<file path="config.mk">
export PLATFORM = sky130hd
export DESIGN_NAME = noc_endpoint_rx
export DESIGN_NICKNAME = d
export VERILOG_FILES = /design/src/rtl/noc_endpoint_pkg.sv /design/src/rtl/noc_rx_fifo.sv /design/src/rtl/noc_endpoint_rx.sv
export SDC_FILE = /design/constraint.sdc
export NUM_CORES = 1
export LEC_CHECK = 0
export CORE_MARGIN = 2
export CORE_UTILIZATION = 50
export DETAILED_ROUTE_END_ITERATION = 12
export PLACE_DENSITY = 0.77
export SLEW_MARGIN = 10
export SYNTH_ARGS = -nofsm -noshare
export SYNTH_HDL_FRONTEND = slang
export SYNTH_HIERARCHICAL = 1
export SYNTH_SLANG_ARGS = --single-unit
</file>
<file path="constraint.sdc">
create_clock -name clk -period 9.61 [get_ports clk]
set_input_delay 1.4415 -clock clk [delete_from_list [all_inputs] [get_ports clk]]
set_output_delay 1.4415 -clock clk [all_outputs]
set_load 0.01 [all_outputs]
</file>
<file path="src/rtl/noc_endpoint_pkg.sv">
// noc_endpoint_pkg: shared flit type, arbiter states and channel-index width helper for noc_endpoint_rx
package noc_endpoint_pkg;
  localparam int NOC_FLIT_WIDTH = 32;
  typedef struct packed {
    logic                      last;
    logic [NOC_FLIT_WIDTH-1:0] data;
  } flit_t;
  typedef enum logic {IDLE, BUSY} arb_state_e;
  function automatic int chan_w(input int ch);
    return (ch > 1) ? $clog2(ch) : 1;
  endfunction
endpackage

</file>
<file path="src/rtl/noc_rx_fifo.sv">
// noc_rx_fifo: per-channel flit FIFO (wr_* push, rd_en pop, full/empty, head_*, wr/rd last-flit strobes)
module noc_rx_fifo
  import noc_endpoint_pkg::*;
#(
  parameter int FLIT_WIDTH = 32,
  parameter int DEPTH      = 16
) (
  input  logic                  clk,
  input  logic                  rst_n,
  input  logic                  wr_en,
  input  logic [FLIT_WIDTH-1:0] wr_data,
  input  logic                  wr_last,
  input  logic                  rd_en,
  output logic                  full,
  output logic                  empty,
  output logic [FLIT_WIDTH-1:0] head_data,
  output logic                  head_last,
  output logic                  wr_last_stb,
  output logic                  rd_last_stb
);
  localparam int AW = $clog2(DEPTH);
  logic [AW:0] wr_ptr_q, wr_ptr_d, rd_ptr_q, rd_ptr_d;
  logic [FLIT_WIDTH:0] mem_q [DEPTH];
  always_comb begin
    wr_ptr_d = wr_ptr_q + (AW+1)'(wr_en);
    rd_ptr_d = rd_ptr_q + (AW+1)'(rd_en);
  end
  always_ff @(posedge clk or negedge rst_n) begin
    if (!rst_n) begin
      wr_ptr_q <= '0;
      rd_ptr_q <= '0;
    end else begin
      wr_ptr_q <= wr_ptr_d;
      rd_ptr_q <= rd_ptr_d;
    end
  end
  always_ff @(posedge clk) begin
    if (wr_en) mem_q[wr_ptr_q[AW-1:0]] <= {wr_last, wr_data};
  end
  assign empty = wr_ptr_q == rd_ptr_q;
  assign full = (wr_ptr_q[AW] != rd_ptr_q[AW]) && (wr_ptr_q[AW-1:0] == rd_ptr_q[AW-1:0]);
  assign {head_last, head_data} = mem_q[rd_ptr_q[AW-1:0]];
  assign wr_last_stb = wr_en && wr_last;
  assign rd_last_stb = rd_en && head_last;
endmodule

</file>
<file path="src/rtl/noc_endpoint_rx.sv">
// noc_endpoint_rx: store-and-forward multi-VC NoC sink (noc_in_* per-channel flits in, out_* round-robin packet stream, err_oversize sticky)
module noc_endpoint_rx
  import noc_endpoint_pkg::*;
#(
  parameter int CHANNELS   = 2,
  parameter int FLIT_WIDTH = 32,
  parameter int DEPTH      = 16
) (
  input  logic                                clk,
  input  logic                                rst_n,
  input  logic [CHANNELS-1:0][FLIT_WIDTH-1:0] noc_in_flit,
  input  logic [CHANNELS-1:0]                 noc_in_last,
  input  logic [CHANNELS-1:0]                 noc_in_valid,
  output logic [CHANNELS-1:0]                 noc_in_ready,
  output logic [FLIT_WIDTH-1:0]               out_flit,
  output logic                                out_last,
  output logic [chan_w(CHANNELS)-1:0]         out_chan,
  output logic                                out_valid,
  input  logic                                out_ready,
  output logic [CHANNELS-1:0]                 err_oversize
);
  localparam int CW = chan_w(CHANNELS);
  localparam int PW = $clog2(DEPTH) + 1;
  logic [CHANNELS-1:0] full, empty, head_last, push, pop, cand, wr_last_stb, rd_last_stb;
  logic [FLIT_WIDTH-1:0] head_data [CHANNELS];
  logic [PW-1:0] pkt_cnt_q [CHANNELS];
  logic [PW-1:0] pkt_cnt_d [CHANNELS];
  logic [CHANNELS-1:0] err_q, err_d;
  logic rdy_q;
  arb_state_e state_q, state_d;
  logic [CW-1:0] chan_q, chan_d, rr_q, rr_d, grant, idx, sel;
  logic any_cand, fire, fire_last;
  for (genvar i = 0; i < CHANNELS; i++) begin : g_ch
    noc_rx_fifo #(.FLIT_WIDTH(FLIT_WIDTH), .DEPTH(DEPTH)) u_fifo (
      .clk, .rst_n,
      .wr_en(push[i]), .wr_data(noc_in_flit[i]), .wr_last(noc_in_last[i]),
      .rd_en(pop[i]), .full(full[i]), .empty(empty[i]),
      .head_data(head_data[i]), .head_last(head_last[i]),
      .wr_last_stb(wr_last_stb[i]), .rd_last_stb(rd_last_stb[i])
    );
    assign pop[i] = fire && sel == CW'(i);
    // a full FIFO with no complete packet holds an oversize packet: let it cut through
    assign cand[i] = pkt_cnt_q[i] != '0 || full[i];
    assign pkt_cnt_d[i] = pkt_cnt_q[i] + PW'(wr_last_stb[i]) - PW'(rd_last_stb[i]);
    assign err_d[i] = err_q[i] | (full[i] && pkt_cnt_q[i] == '0);
  end
  // descending scan so the candidate closest at/after rr_q wins
  always_comb begin
    grant = rr_q;
    idx = '0;
    any_cand = 1'b0;
    for (int k = CHANNELS - 1; k >= 0; k--) begin
      idx = CW'((int'(rr_q) + k) % CHANNELS);
      if (cand[idx]) begin
        grant = idx;
        any_cand = 1'b1;
      end
    end
  end
  assign sel = state_q == BUSY ? chan_q : grant;
  assign out_valid = (state_q == BUSY || any_cand) && !empty[sel];
  assign fire = out_valid && out_ready;
  assign fire_last = fire && head_last[sel];
  assign out_flit = out_valid ? head_data[sel] : '0;
  assign out_last = out_valid && head_last[sel];
  assign out_chan = sel;
  assign noc_in_ready = {CHANNELS{rdy_q}} & ~full;
  assign push = noc_in_valid & noc_in_ready;
  assign err_oversize = err_q;
  always_comb begin
    state_d = fire_last ? IDLE : (state_q == BUSY || any_cand) ? BUSY : IDLE;
    chan_d = (state_q == IDLE && any_cand) ? grant : chan_q;
    rr_d = fire_last ? CW'((int'(sel) + 1) % CHANNELS) : rr_q;
  end
  always_ff @(posedge clk or negedge rst_n) begin
    if (!rst_n) begin
      state_q <= IDLE;
      chan_q <= '0;
      rr_q <= '0;
      err_q <= '0;
      rdy_q <= 1'b0;
      pkt_cnt_q <= '{default: '0};
    end else begin
      state_q <= state_d;
      chan_q <= chan_d;
      rr_q <= rr_d;
      err_q <= err_d;
      rdy_q <= 1'b1;
      pkt_cnt_q <= pkt_cnt_d;
    end
  end
endmodule
</file>
# After elaboration in Yosys (flattened, before gate mapping)
# Memories as Yosys holds them, arrays and structs flattened.
# Index checks and enable logic that the tools add are counted.
word_totals:
  reg_bits: 36
  ramBits: 1056
  inputBits: 71
  output_inout_bits: 39
  elab_cells: 87
  n_memories: 2
op_classes:
  addsub: 10
  magnitude_cmp: 4
  n_eq_ne: 6
  muxes: 23
  bitwise_logic: 8
  reduce_logical: 23
mem_list:
  columns: ["name", "depth", "word_bits", "rd", "rd_clocked_by_memory_dff", "wr", "line", "rtl"]
  rows:
  - ["g_ch[0].u_fifo.mem_q", 16, 33, 1, 0, 1, "noc_rx_fifo.sv:23", "logic [FLIT_WIDTH:0] mem_q [DEPTH];"]
  - ["g_ch[1].u_fifo.mem_q", 16, 33, 1, 0, 1, "noc_rx_fifo.sv:23", null]
op_table:
  columns: ["op", "n"]
  rows:
  - ["32-bit 2-to-1 mux", 4]
  - ["5-bit by 1-bit adder with 5-bit output", 6]
  - ["1-bit 2-to-1 mux", 19]
  - ["1-bit logical AND", 15]
  - ["5-bit equality test", 2]
  - ["5-bit zero test", 2]
  - ["5-bit nonzero test", 2]
  - ["5-bit by 1-bit subtractor with 5-bit output", 2]
  - ["4-bit equality test", 2]
  - ["1-bit by 2-bit less-than comparator with 1-bit output (second input constant)", 3]
  - ["2-bit bitwise AND", 2]
  - ["1-bit logical OR", 3]
  - ["1-bit adder (second input constant)", 2]
  - ["2-bit >= comparator (second input constant)", 1]
  - ["1-bit inequality test", 2]
  - ["1-bit inverter", 2]
  - ["1-bit inverter with 2-bit output", 1]
  - ["2-bit inverter", 1]
  - ["1-bit OR", 2]
  - ["1-bit zero test", 1]

# Logic depth before layout (Yosys ltp)
# Gate-level depths: netlist of run 1.
logic_depth:
  depth_word: 16
  depth_mapped: 23

# By module
# Netlist of run 1, hierarchy kept.
by_module_without_submodules:
  columns: ["module", "instances", "cells_each", "area_each_um2", "seq_area_each_um2"]
  rows:
  - ["noc_rx_fifo at g_ch[1].u_fifo", 1, 874, 20314.5, 16105.4]
  - ["noc_rx_fifo at g_ch[0].u_fifo", 1, 872, 20309.5, 16105.4]
  - ["noc_endpoint_rx", 1, 149, 1450.1, 400.4]

# Least setup slack after synthesis of run 1
# OpenSTA, ideal clock, no wires.
synth_path:
  path_type: "flip-flop to flip-flop"
  startpoint: "register g_ch[1].u_fifo.rd_ptr_q[0]"
  endpoint: "memory g_ch[1].u_fifo/mem_q[0][0] (netlist bit), enable pin"
  setup_ns: 0.464
  arrival_time_ns: 4.448
  slack_ns: 4.698
  stages_incl_launch_ff: 12
  path_buffers: 4
  period_less_slack_ns: 4.912
  cell_sequence: "dfrtp_1 -> buf_2 -> buf_6 -> buf_6 -> xnor2_1 -> nand4_1 -> nor2_1 -> buf_4 -> nor2b_1 -> and2_1 -> or3b_2 -> nor3_1"
synth_between:
  elab_chain_cells: 7
synth_rtl:
  columns: ["item", "line", "rtl"]
  rows:
  - ["start, declared", "noc_rx_fifo.sv:22", "logic [AW:0] wr_ptr_q, wr_ptr_d, rd_ptr_q, rd_ptr_d;"]
  - ["start signal, assigned", "noc_rx_fifo.sv:34", "rd_ptr_q <= rd_ptr_d;"]
  - ["4-bit equality test", "noc_rx_fifo.sv:41", "assign full = (wr_ptr_q[AW] != rd_ptr_q[AW]) && (wr_ptr_q[AW-1:0] == rd_ptr_q[AW-1:0]);"]
  - ["1-bit logical AND", "noc_rx_fifo.sv:41", null]
  - ["named net full[1]", "noc_endpoint_rx.sv:24", "logic [CHANNELS-1:0] full, empty, head_last, push, pop, cand, wr_last_stb, rd_last_stb;"]
  - ["2-bit inverter", "noc_endpoint_rx.sv:67", "assign noc_in_ready = {CHANNELS{rdy_q}} & ~full;"]
  - ["2-bit bitwise AND", "noc_endpoint_rx.sv:67", null]
  - ["named net noc_in_ready[1]", "noc_endpoint_rx.sv:14", "output logic [CHANNELS-1:0] noc_in_ready,"]
  - ["2-bit bitwise AND", "noc_endpoint_rx.sv:68", "assign push = noc_in_valid & noc_in_ready;"]
  - ["named net push[1]", "noc_endpoint_rx.sv:24", null]
  - ["1-bit 2-to-1 mux", "noc_rx_fifo.sv:38", "if (wr_en) mem_q[wr_ptr_q[AW-1:0]] <= {wr_last, wr_data};"]
  - ["1-bit 2-to-1 mux (not written as such)", "noc_rx_fifo.sv:38", null]
  - ["end, declared", "noc_rx_fifo.sv:23", null]
# The timed path passes the listed nets, and every way through them passes these cells.

# Worst setup path after layout of run 1
layout_path:
  startpoint: "register g_ch[1].u_fifo.rd_ptr_q[1]"
  endpoint: "output port out_flit[3]"
layout_between:
  elab_chain_cells: 13
  word_cells_on_any_way: 24
layout_rtl:
  columns: ["item", "line", "rtl"]
  rows:
  - ["4-bit equality test (*)", "noc_rx_fifo.sv:41", null]
  - ["1-bit logical AND (*)", "noc_rx_fifo.sv:41", null]
  - ["named net full[1]", "noc_endpoint_rx.sv:24", null]
  - ["1-bit logical OR (*)", "noc_endpoint_rx.sv:43", "assign cand[i] = pkt_cnt_q[i] != '0 || full[i];"]
  - ["1-bit 2-to-1 mux (not written as such) (2 in series)", "noc_endpoint_rx.sv:54", "if (cand[idx]) begin"]
  - ["1-bit 2-to-1 mux (2 in series)", "noc_endpoint_rx.sv:54", null]
  - ["1-bit 2-to-1 mux", "noc_endpoint_rx.sv:60", "assign sel = state_q == BUSY ? chan_q : grant;"]
  - ["1-bit inverter with 2-bit output (not written as such) / 1-bit 2-to-1 mux (equally long branches)", "noc_endpoint_rx.sv:64, noc_endpoint_rx.sv:61", null]
  - ["32-bit 2-to-1 mux (not written as such) / 1-bit 2-to-1 mux (equally long branches)", "noc_endpoint_rx.sv:64, noc_endpoint_rx.sv:61", null]
  - ["32-bit 2-to-1 mux (not written as such) / 1-bit zero test (equally long branches)", "noc_endpoint_rx.sv:64, noc_endpoint_rx.sv:61", null]
  - ["32-bit 2-to-1 mux (not written as such) / 1-bit logical AND (equally long branches)", "noc_endpoint_rx.sv:64, noc_endpoint_rx.sv:61", null]
  - ["32-bit 2-to-1 mux (*)", "noc_endpoint_rx.sv:64", "assign out_flit = out_valid ? head_data[sel] : '0;"]
  - ["end, declared", "noc_endpoint_rx.sv:15", "output logic [FLIT_WIDTH-1:0] out_flit,"]
# Mark *: on every way through the listed nets, which the timed path passes. The rest lies on a longest branch. The select of a mux whose other input is x is not followed.

==> qor.txt, run 1 <==
Final setup margin: 3.38 ns
Postcts setup bufs: 0
Worst EP arrival: 4.79 ns
WL/cell: 29.3 µm
Setup-failing EPs final: 0
First-pass GRT wire length: 139000 µm
Die H: 294 µm
Initial Util: 50.4%
Post-CTS Hold Buffers: 0
Rel. slew slack: 23.7%
Hpwl dp: 51100 µm
PD cells: 294 nW/µm²
YS warnings: 6
Fraction of layout cells with a size suffix above 1: 23.4%
Clock Latency Late Sink: 0.65 ns
Async S/R FF share, synth: 3.30%
Number of synthesized flops with an enable pin: 1056
Crit path cell chain: buf_4 -> xnor2_1 -> nand4_1 -> nor2_1 -> o31ai_4 -> nor3b_4 -> buf_4 -> a22o_1 -> clkdlybuf4s50_1
Pre-CTS WS: 4.04 ns
Starting DRT DRC Count: 2121
RSZ-0062 raised after global routing: false
Clock Root Buffer: clkbuf_16
CTS Sinks: 1092
Slowest cell delay on critical path: 0.82 ns
Most common cell in the netlist: edfxtp_1
# rows: 106
Initial antenna violation count: 6
Power share of the clock group: 27.3%
Placed cell area: 44600 µm²
Design Area, Final: 47800 µm²
Resized Gates After CTS: 0
Class of the most critical setup path: reg2out
Fin. Hold Viols: 0
Core Region: 83400 µm²
Drt pass-1 iters: 6
Vias/cell: 6.26
Overall routed net length: 94100 µm
Largest net degree at the start of global routing: 117
Max clock buf depth: 3
Synth Register Bits: 1092
Most used cell along the critical path: buf_4
Routability cong.: 0.764
CTS tree: done
Top cell type's share of synthesized area: 75.4%
Synth top cells by count: edfxtp_1 (1056), mux4_2 (264), a22oi_1 (128)
CP startpoint kind: flip-flop
Period utilization: 64.8%
Flop pwr share: 41.6%
Area contributors post-synth: edfxtp_1 (75%), mux4_2 (14%), a22oi_1 (2.3%), dfrtp_1 (2.1%), a22o_1 (0.67%)
Hold Path Class: reg2reg
Via count: 20100
CTS buffer count: 98
Remaining global-route overflow: 0
Skew final: 0.0232 ns
Crit. End Element: output port
# port buffers: 109
P_sw: 4.32 mW
Number of global-route vias before repair: 21000
Ys flop type: edfxtp_1
CTS H-tree lvls: 3
Critical-path top delay cell: buf_4
Antenna Nets Post-Route: 0
Net Count, Synth: 1988
TNS Setup: 0 ns
Die W: 294 µm
All-layer global routing usage: 22.2%
Tightest Pin Transition: 1.14 ns
Peak supply drop: 284 µV
CP max FO: 75
Register area share after synthesis: 77.5%
Die ar.: 86500 µm²
Reg2Reg Setup Slack: 4.26 ns
Io pins: 110
Combinational power share: 31.2%
Sw Ratio: 30.7%
Post-synth cell types: 47
Static leakage: 15.2 nW
Final nets: 2141
Worst-path clk slew: 0.06 ns
Fmax: 0.161 GHz
Syn_area_per_cell: 22.2 µm²
Area Growth Syn to Fin: 13.5%
Internal power: 9.73 mW
Mapped Area: 42100 µm²
Worst EP required: 8.17 ns
Min Tclk post-route: 6.23 ns
MaxCap Viol Count: 0
Dominant cell type by area after synthesis: edfxtp_1
Status: complete, no violations
DRC: 0
Post-Syn Instances: 1895
Final Max Slew Viols: 0
==> flip-flops by register name, indices dropped and copies added (netlist names) <==
register / cells
chan_q: 1
err_oversize: 2
g_ch.u_fifo/mem_q: 1056
g_ch.u_fifo/rd_ptr_q: 10
g_ch.u_fifo/wr_ptr_q: 10
pkt_cnt_q: 10
rdy_q: 1
rr_q: 1
state_q: 1
==> final timing paths <==
path / cells past startpoint / from / to
worst max register to register: 19 / g_ch[1].u_fifo/rd_ptr_q[1] / pkt_cnt_q[4]
worst max-delay path: 9 / g_ch[1].u_fifo/rd_ptr_q[1] / out_flit[3]
worst min-delay path: 1 / err_oversize[1] / err_oversize[1]
max in group asynchronous: 1 / rst_n / g_ch[0].u_fifo/rd_ptr_q[0]
min in group asynchronous: 1 / rst_n / g_ch[1].u_fifo/wr_ptr_q[0]
worst min register to register: 1 / err_oversize[1] / err_oversize[1]
==> metal layers <==
layer | part of all wire [%] | global-route usage (%) | vias up
li1 | - | - | 8283
met1 | 37 | 28.5 | 10600
met2 | 51 | 37.9 | 1038
met3 | 9.4 | 4.96 | 165
met4 | 2.6 | 6.81 | 12
met5 | 0.079 | 0 | -
==> power groups by stage <==
stage / logic, mW / clock network (mW) / registers (mW)
3_3_place_gp: 4.26 / 0 / 5.91
4_1_cts: 4.38 / 3.88 / 5.85
5_1_grt: 4.65 / 4.05 / 5.88
3_5_place_dp: 4.34 / 0 / 5.94
2_1_floorplan: 2.98 / 0 / 5.72
6_report: 4.38 / 3.83 / 5.84
==> cells by family after synthesis <==
| logic type | synth area share [%] |
|---|---|
| AO/OA/AOI/OAI | 3.50 |
| XOR/XNOR | 0.624 |
| adder cells (fa/ha/maj) | 0.690 |
| buffers and inverters | 1.63 |
| flip-flops | 77.5 |
| multiplexers | 14.3 |
| other | 0.00891 |
| AND/OR/NAND/NOR | 1.79 |
==> cell usage in the layout, fill, tap and decap left out, drive strengths merged, types with 3 or more instances in the layout <==
master	synthesis	routed
edfxtp	1056	1056
mux4	264	264
a22oi	128	128
clkbuf	51	117
clkdlybuf4s50	0	108
nand2	71	71
buf	58	54
clkinv	0	48
dfrtp	36	36
a22o	32	32
nor2	32	32
inv	22	24
xnor2	22	22
ha	20	20
bufinv	0	10
a21oi	9	9
nand3	9	9
xor2	8	8
and2	8	8
nor3	8	8
nor2b	8	8
nand2b	6	6
nand3b	5	5
mux2i	5	5
o21ai	5	5
a21o	4	4
o41ai	3	3
==> per-stage QoR <==
stage                     instances  utilization [%]  hold WS (ns)  power, mW
after floorplan                1895                -         0.461       8.70
after global placement         3028             53.5         0.481       10.2
after detailed placement       3028             53.5         0.478       10.3
after CTS                      3205             57.2         0.492       14.1
after global routing           3205             57.2         0.511       14.6
final                          3206             57.2         0.479       14.0
==> worst max-delay path, delay by kind of cell, from the launching register on <==
family / cells / cell delay, ns
DFF: 1 / 0.39
AOI/OAI and AO/OA: 2 / 0.39
and+or+nand+nor: 3 / 1.19
xor gates and xnor gates: 1 / 0.20
buffers and inverters: 3 / 1.96
==> cell type report <==
type	count	area, µm²
fill	5695	35700
sequential	1092	32600
multi-input combinational	672	9050
clock buffer	117	2590
timing repair buffer	162	1500
tap	1080	1350
clock inverter	60	553
inverter	22	82.6
antenna	1	2.50
(Power assumes the default switching activity.)
==> inputs of run 2 (changes only) <==
clock period = 6.25 ns   (was 9.61 ns; I/O delays follow)
==> run 2 against run 1 <==
Effect of this change: flip-flop and latch count is the same; sequential power grew 53%; final area is essentially flat; clock power grew 54%; die area is the same; register-to-register slack lost 2.5 ns; global-route usage shrank 0.073 points; critical path depth shrank 2; critical path type unchanged; critical endpoint is now out_flit[31]; highest routed layer unchanged.
==> qor.txt, run 2 (synthesized netlist as in run 1, its figures left out) <==
CTS buffer count: 101 (+3.1%)
CTS tree: done
Crit path cell chain: buf_4 -> buf_4 -> mux4_2 -> a22oi_1 -> nand2_1 -> a22o_1 -> clkdlybuf4s50_1
Fmax: 0.182 GHz
Commonest cells after routing, fill and taps aside: edfxtp_1 (1056), mux4_2 (264), a22oi_1 (128)
Die W: 294 µm (unchanged)
Area Growth Syn to Fin: 13.6% (about the same)
Post-CTS Hold Buffers: 0 (unchanged)
Rel. slew slack: 25.0% (+1.3 points)
Starting DRT DRC Count: 2167 (+2.2%)
Commonest non-fill, non-tap cell in the layout: edfxtp_1
Die H: 294 µm (unchanged)
Cell family with most CP delay: buffers and inverters
Largest net degree at the start of global routing: 134 (+15%)
Tightest Pin Transition: 1.12 ns (-0.0226 ns)
Worst-path clk slew: 0.06 ns (about the same)
Most Crowded Layer GR: met2
Clock Root Buffer: clkbuf_16
Met2 Resource Use GR: 37.2% (-0.70 points)
Setup-failing EPs final: 0 (unchanged)
Initial antenna violation count: 12 (+6)
MaxCap Viol Count: 0 (unchanged)
Vias/cell: 6.26 (about the same)
Initial Util: 50.4% (unchanged)
Number of global-route vias before repair: 21000 (+0.43%)
Hold Path Class: in2async
CTS Sinks: 1092 (unchanged)
Routability cong.: 0.784 (+2.6%)
CP startpoint kind: flip-flop
RSZ-0062 raised after global routing: false
Clock Latency Late Sink: 0.67 ns (+0.02 ns)
Fraction of layout cells with a size suffix above 1: 24.0% (+0.55 points)
Class of the most critical setup path: reg2out
Post-layout util: 57.3% (about the same)
Antenna Nets Post-Route: 0 (unchanged)
All-layer global routing usage: 22.1% (-0.073 points)
Via count: 20100 (+0.18%)
# rows: 106 (unchanged)
Critical-path top delay cell: buf_4
Status: complete, no violations
Min Tclk post-route: 5.50 ns
Max clock buf depth: 3 (unchanged)
Period utilization: 88.1%
Final Max Slew Viols: 0 (unchanged)
Remaining global-route overflow: 0 (unchanged)
WL/cell: 29.3 µm (-0.23%)
PD cells: 453 nW/µm² (+54%)
Worst EP required: 5.31 ns (-2.86 ns)
Fin. Hold Viols: 0 (unchanged)
Skew final: 0.0334 ns (+0.0102 ns)
CTS H-tree lvls: 3 (unchanged)
Largest register FFs: 1056 (unchanged)
CP max FO: 58 (-23%)
# port buffers: 109 (unchanged)
Crit. End Element: output port
WP buf/inv: 3 (unchanged)
Routing usage on met1: 28.2% (-0.31 points)
Worst EP arrival: 4.57 ns (-0.22 ns)
Resized Gates After CTS: 0 (unchanged)
Peak supply drop: 376 µV (+33%)
Grt met3 use: 5.03% (+0.068 points)
Final nets: 2140 (-0.047%)
DRC: 0 (unchanged)
Hpwl dp: 51800 µm (+1.3%)
Slowest cell delay on critical path: 0.76 ns (-0.06 ns)
Static leakage: 15.1 nW (about the same)
Core Region: 83400 µm² (unchanged)
First-pass GRT wire length: 139000 µm (-0.38%)
Most used cell along the critical path: buf_4
TNS Setup: 0 ns (unchanged)
Drt pass-1 iters: 7 (+1)
Postcts setup bufs: 0 (unchanged)
Overall routed net length: 94000 µm (about the same)
Die ar.: 86500 µm² (unchanged)
Io pins: 110 (unchanged)
==> run 2: cell count changes in the layout (fill, tap and decap cells not counted), sizes merged <==
cell,change
buf,-4
bufinv,-3
clkbuf,+1
clkinv,-1
clkinvlp,+7
diode,+4
inv,+1
==> run 2: layer usage <==
metal | routed length (µm) | share of wire [%] | vias to the layer above
met4 | 2950 | 3.1 | 16
met2 | 48200 | 51 | 926
li1 | - | - | 8275
met3 | 8010 | 8.5 | 194
met1 | 34700 | 37 | 10700
met5 | 119 | 0.13 | -
==> run 2: per-stage QoR <==
| step | hold WS [ns] | instance area (µm²) | setup slack, ns | cells | power (mW) |
|---|---|---|---|---|---|
| 4_1_cts | 0.395 | 47800 | 0.765 | 3206 | 21.7 |
| 6_report | 0.398 | 47800 | 0.746 | 3211 | 21.6 |
| 2_1_floorplan | 0.461 | 42100 | 1.34 | 1895 | 13.4 |
| 5_1_grt | 0.450 | 47800 | 0.643 | 3208 | 22.4 |
| 3_5_place_dp | 0.448 | 44600 | 1.45 | 3024 | 15.8 |
| 3_3_place_gp | 0.450 | 44600 | 1.52 | 3024 | 15.7 |
==> run 2: cell type report <==
class	count	area, µm²
fillers	5719	35600
repair buffers	158	1500
multi-input cells	672	9050
flip-flops and latches	1092	32600
inverters	22	82.6
clock inverters	64	532
clock buffers	118	2630
well taps	1080	1350
diodes	5	12.5
==> run 2: worst paths after layout <==
| check | startpoint | slack (ns) | cells past startpoint | to |
|---|---|---|---|---|
| max | g_ch[1].u_fifo/rd_ptr_q[1] | 0.75 | 7 | out_flit[31] |
| min | rst_n | 0.40 | 1 | pkt_cnt_q[1] |
| max reg2reg | g_ch[1].u_fifo/rd_ptr_q[1] | 1.78 | 17 | pkt_cnt_q[4] |
| min reg2reg | err_oversize[1] | 0.47 | 1 | err_oversize[1] |
| max in group asynchronous | rst_n | 5.23 | 1 | g_ch[0].u_fifo/rd_ptr_q[0] |
| min in group clk | err_oversize[1] | 0.47 | 1 | err_oversize[1] |
==> run 2: worst reg2reg max path: stages (launching register included) <==
cell and delay (ns):
dfrtp_4 0.67, xnor2_1 0.25, nand4_1 0.18, nor2_1 0.57
o31ai_4 0.18, nor3b_4 0.70, and2_1 0.27, inv_1 0.05
a211oi_1 0.17, ha_1 0.26, inv_1 0.06, ha_1 0.15
inv_1 0.06, fa_1 0.40, inv_1 0.07, a21oi_1 0.06
o21bai_1 0.15, xnor2_1 0.14
==> run 2: where the power goes <==
| group | leakage [nW] | internal, mW | total (mW) | switching [mW] |
|---|---|---|---|---|
| combinational | 3.67 | 3.09 | 6.79 | 3.70 |
| clock | 1.54 | 3.30 | 5.90 | 2.60 |
| sequential | 9.94 | 8.53 | 8.94 | 0.403 |
| total | 15.1 | 14.9 | 21.6 | 6.70 |
